===== src/rtl/ttl_74169_sync.sv =====
// LS169-style synchronous up/down binary counter with parallel load, widened by WIDTH.
// The emulated TTL clock Cen acts only on its rising edge, detected against the system clock Clk.
module ttl_74169_sync #(
    parameter int WIDTH = 4
) (
    input  logic             Clk,
    input  logic             Rst,
    input  logic             Load_bar,
    input  logic             U_D,
    input  logic             ENP_bar,
    input  logic             ENT_bar,
    input  logic [WIDTH-1:0] D,
    input  logic             Cen,
    output logic             RCO_bar,
    output logic [WIDTH-1:0] Q
);

    localparam logic [WIDTH-1:0] ALL_ONES = {WIDTH{1'b1}};
    localparam logic [WIDTH-1:0] ONE      = {{(WIDTH-1){1'b0}}, 1'b1};

    logic             last_cen;
    logic             tick;
    logic             count_en;
    logic [WIDTH-1:0] q_next;

    assign tick     = Cen & ~last_cen;
    assign count_en = ~ENP_bar & ~ENT_bar;

    // last_cen resets high so a Cen already high at reset release does not fire.
    always_ff @(posedge Clk) begin
        if (Rst) begin
            last_cen <= 1'b1;
        end else begin
            last_cen <= Cen;
        end
    end

    always_comb begin
        q_next = Q;
        if (tick) begin
            if (!Load_bar) begin
                q_next = D;
            end else if (count_en) begin
                q_next = U_D ? (Q + ONE) : (Q - ONE);
            end
        end
    end

    always_ff @(posedge Clk) begin
        if (Rst) begin
            Q <= '0;
        end else begin
            Q <= q_next;
        end
    end

    // Terminal count: all-ones going up, zero going down, gated only by ENT_bar.
    always_comb begin
        RCO_bar = 1'b1;
        if (!ENT_bar) begin
            if (U_D && (Q == ALL_ONES)) begin
                RCO_bar = 1'b0;
            end else if (!U_D && (Q == '0)) begin
                RCO_bar = 1'b0;
            end
        end
    end

endmodule

===== config.mk =====
export PLATFORM = sky130hd
export DESIGN_NAME = ttl_74169_sync
export DESIGN_NICKNAME = d
export VERILOG_FILES = /design/src/rtl/ttl_74169_sync.sv
export SDC_FILE = /design/constraint.sdc
export NUM_CORES = 1
export LEC_CHECK = 0
export BUFFER_PORTS_ARGS = -buffer_cell sky130_fd_sc_hd__buf_2
export CORE_AREA = 2 2 39 41
export DETAILED_ROUTE_END_ITERATION = 10
export DIE_AREA = 0 0 41 43
export GPL_TIMING_DRIVEN = 1
export MAX_ROUTING_LAYER = met4
export PLACE_DENSITY = 0.51
export SKIP_LAST_GASP = 1
export SYNTH_ARGS = -nofsm -noshare
export SYNTH_HDL_FRONTEND = slang
export SYNTH_SLANG_ARGS = --single-unit

===== constraint.sdc =====
create_clock -name Clk -period 1.9 [get_ports Clk]
set_input_delay 0.38 -clock Clk [delete_from_list [all_inputs] [get_ports Clk]]
set_output_delay 0.38 -clock Clk [all_outputs]
set_load 0.02 [all_outputs]

# == Yosys cells after proc, flatten, opt, wreduce, memory -nomap -nowiden ==
# Index checks and enable logic that the tools add are counted.
# totals
regBits,5
ramBits,0
mem_count,0
out_inout_bits,5
latch_bits,0
romBits,0
# op_classes
n_shift,0
div_mod_pow,0
mux,6
order_cmp,0
n_bitwise,5
eq_ne,2
multipliers,0
add_sub_neg,2
n_reduce_logical,5
# op_table
operator,count
$mux 4,3
$add 4x1->4 const B,1
$eq 4x4->1 const B,1
$logic_not 4->1,1
$sub 4x1->4 const B,1
$mux 1,3
$not 1->1,3
$and 1x1->1,2
$logic_and 1x1->1,2
$ne 2x1->1 const B,1
$reduce_and 2->1,1
$logic_not 1->1,1

# == Longest topological paths before layout ==
# depth
ltp_word,5
ltp_mapped,6

# == Least setup slack after synthesis ==
# Ideal clock, no wire load.
# synth_path
kind,reg-to-reg
from,register Q[0]
to,register Q[2]
stages_incl_launch_ff,5
n_path_buf,0
slack_ns,0.414
arrival_time_ns,1.416
setup_ns,0.070
cell_sequence,dfxtp_1 fa_1 xnor2_1 a211o_2 a21oi_1
# synth_via
elab_chain_cells,4
elab_cells_between_ends,5
cone_classes,add/sub (2); mux (3)
# synth_rtl
item,line,rtl
start: declaration,15,output logic [WIDTH-1:0] Q
start signal: assignment,53,Q <= q_next;
$sub 4x1->4 / $add 4x1->4 (equally long branches),44,q_next = U_D ? (Q + ONE) : (Q - ONE);
$mux 4 (*),44,
$mux 4 (*),43,end else if (count_en) begin
$mux 4 (*),41,if (!Load_bar) begin
# Mark *: on every way between the ends. The rest lies on a longest branch, timed or not. The select of a mux whose other input is x is not followed.
# A chain may end at the register's enable or synchronous reset.

# == Worst setup path after layout ==
# layout_path
from,register Q[0]
to,output RCO_bar
# layout_via
elab_chain_cells,5
elab_cells_between_ends,7
cone_classes,eq/ne (1); mux (3); reduce/logical (3)
# layout_rtl
item,line,rtl
$logic_not 4->1,63,end else if (!U_D && (Q == '0)) begin
$logic_and 1x1->1,63,
$mux 1,63,
$mux 1 (*),61,if (U_D && (Q == ALL_ONES)) begin
$mux 1 (*),60,if (!ENT_bar) begin
end: declaration,14,"output logic RCO_bar,"
# Mark *: on every way between the ends. The rest lies on a longest branch, timed or not.

==> results.txt <==
status = completed
count of cells resized by post-cts repair = 0
post-placement setup slack = 0.285 ns
type of the most critical hold path = in -> reg
Clock power frac = 40.6%
Die Span X = 41 µm
Pwr per Cell Area = 630 mW/mm²
Internal Power = 215 µW
number of flip-flops and latches in the synthesized netlist = 5
cell with the most instances after synthesis = dfxtp_1
worst-path maximum fanout = 7
number of inserted diodes = 0
I/O pin count = 16
y dimension of the die = 43 µm
vias = 357
total number of placement rows = 14
Synth Instances = 40
pin count of the biggest net entering global routing = 8
net count of the mapped netlist = 54
maximum clock insertion buffer count = 2
Maximum Capacitance Violations = 0
post-layout worst setup margin = 0.164 ns
cell chain of the critical path = nor4_1 > nand2_1 > a21o_2 > buf_2
end point of the worst hold path = last_cen
vias in the first global route = 304
cts bufs inserted = 3
EDFF count, synth = 0
global-route usage over all layers = 11.7%
netlist area before placement = 349 µm²
Layout Skew = 0.00473 ns
final setup violation count = 0
switching share of power = 27.7%
die footprint = 0.00176 mm²
beginning of the worst hold path = Cen
DRC marker count from the first detailed-route iteration = 2
net switching power = 82.3 µW
Commonest cells post-synth = dfxtp_1 (5), a21oi_1 (4), nand2_1 (3)
wire length after detailed routing = 775 µm
final-report max-slew violation count = 0
sequential power share = 38.6%
clock latency at the later pin of the worst-skew pair = 0.24 ns
launch instance of the worst register-to-register path = Q[0]
number of optimization iterations in the first detailed-route pass = 2
Clk Tree Root Cell = clkbuf_4
post-layout minimum cycle time = 1.74 ns
worst endpoint required time = 1.52 ns
fraction of post-synthesis cell area in the top cell type by area = 28.7%
number of H-tree levels = 1
via-per-instance ratio = 4.76
Hold Crit Depth = 2
Yosys warning count = 0
worst reg-to-reg path cell count = 4
Post CTS Setup Buffer Count = 0
post-synthesis average cell area = 8.73 µm²
library cell occupying the most area in the post-synthesis netlist = dfxtp_1
WL/cell = 10.3 µm
Setup TNS Final = 0 ns
share of flip-flops with an asynchronous set or reset after synthesis = 0%
Worst-path clk slew = 0.05 ns
worst flop-to-flop path endpoint = Q[2]
distinct cell type count of the synthesized netlist = 26
number of antenna violations at the first check in global routing = 0
final global-route overflow total = 0
number of buffers added to fix hold violations after cts = 0
slowest stage cell on the critical path = dfxtp_1
remaining antenna violation count = 0
transition time of the tightest slew-check pin = 0.255 ns
element type at the critical path end = primary output
Worst EP arrival = 1.36 ns
startpoint type of the worst setup path = register
Worst R2R Setup Slack = 0.43 ns
layout cells sized above 1 = 42.4%
starting utilization of the core area = 25.2%
global placement routability congestion = 0.699
final hold violations = 0
DP Wirelength = 641 µm
top cells by area, synth = dfxtp_1 (29%), ha_1 (7.2%), a21oi_1 (5.7%)
standby leakage power = 0.000232 µW
setup repair after global routing missed its margin = no
Net count, final = 74
sequential cell area fraction in the yosys report = 28.7%
DRC violations left = 0
worst setup path category = reg -> out
most instantiated flip-flop cell in the synthesis netlist = dfxtp_1
Max IR drop VDD = 0.242 mV
Combinational Power Share = 20.8%
TritonCTS clock tree = built
final cycle utilization of the critical path = 91.4%
Port Buffers = 15
floorplan core area = 0.00138 mm²
TritonCTS Sinks = 5
Area growth, synth to finish = 35.1%
delay of the slowest cell on the worst path = 0.37 ns
relative max-transition margin = 83.0%
Fmax = 576 MHz
wire length of the first global-routing pass = 1340 µm
[power groups by stage]
stage | clock network [µW] | logic, µW | registers, µW
final | 121 | 61.8 | 115
after global routing | 143 | 70.2 | 115
after CTS | 131 | 62.4 | 114
after detailed placement | 0 | 61.4 | 117
after global placement | 0 | 62.4 | 117
after floorplan | 0 | 33.1 | 119
[cells in the final DEF (no fill, tap or decap), drive strengths merged]
master,count
buf,15
dfxtp,5
a21oi,4
nand2,4
clkbuf,3
inv,2
nor4,2
xnor2,2
nor2,2
ha,2
a21o,2
o21ai,2
and3,1
nand3,1
and2b,1
a211o,1
or2,1
a32oi,1
xor2,1
o22ai,1
mux2i,1
a311oi,1
nor2b,1
or3,1
fa,1
clkinv,1
[how the worst max path moves through the flow]
| stage | end | cells past startpoint | slack, ns | startpoint |
|---|---|---|---|---|
| global placement | Q[2] | 6 | 0.30 | U_D |
| detailed placement | Q[2] | 6 | 0.28 | U_D |
| global route | RCO_bar | 4 | 0.07 | Q[0] |
| floorplan | Q[2] | 4 | 0.41 | Q[0] |
| CTS | RCO_bar | 4 | 0.15 | Q[0] |
| finish | RCO_bar | 4 | 0.16 | Q[0] |
[worst max-delay path: cells and delay by family (launching register included)]
kind                   cells  cell delay, ns
and+or+nand+nor            2            0.38
DFF                        1            0.37
AOI/OAI and AO/OA          1            0.21
buffers and inverters      1            0.15
[metal layers]
layer / wire length (µm) / global-route usage, % / part of all wire [%]
met2: 354 / 15.0 / 46
met5: 0 / - / 0
met1: 365 / 14.5 / 47
met3: 54 / 6.28 / 7.0
met4: 0 / 6.00 / 0
[flip-flops by register name, summed over array words and instances, names as in the netlist]
| signal | count |
|---|---|
| Q | 4 |
| last_cen | 1 |
[stage by stage]
| step | power (µW) | util, % | std cells | area [µm²] | hold WS (ns) |
|---|---|---|---|---|---|
| 2_1_floorplan | 152 | - | 40 | 349 | 0.449 |
| 3_3_place_gp | 179 | 32.1 | 71 | 444 | 0.505 |
| 3_5_place_dp | 178 | 32.1 | 71 | 444 | 0.512 |
| 4_1_cts | 308 | 34.1 | 75 | 472 | 0.321 |
| 5_1_grt | 328 | 34.1 | 75 | 472 | 0.333 |
| 6_report | 297 | 34.1 | 75 | 472 | 0.333 |
[final cells by class]
type                            instances  area, µm²
Timing Repair Buffer                   15       75.1
Tap cell                               16       20.0
Inverter                                2       7.51
Multi-Input combinational cell         33        241
Clock inverter                          1       5.00
Clock buffer                            3       22.5
Fill cell                             157        912
Sequential cell                         5        100
[cell families (layout without fill, tap and decap cells)]
family / after synthesis / count (layout) / share of synthesized area (%)
AO/OA/AOI/OAI: 12 / 12 / 24.0
XOR/XNOR: 3 / 3 / 7.53
adder cells (fa/ha/maj): 3 / 3 / 12.9
buffers and inverters: 2 / 21 / 2.15
flip-flops: 5 / 5 / 28.7
multiplexers: 1 / 1 / 2.87
AND/OR/NAND/NOR: 14 / 14 / 21.9
(Power assumes the default switching activity.)
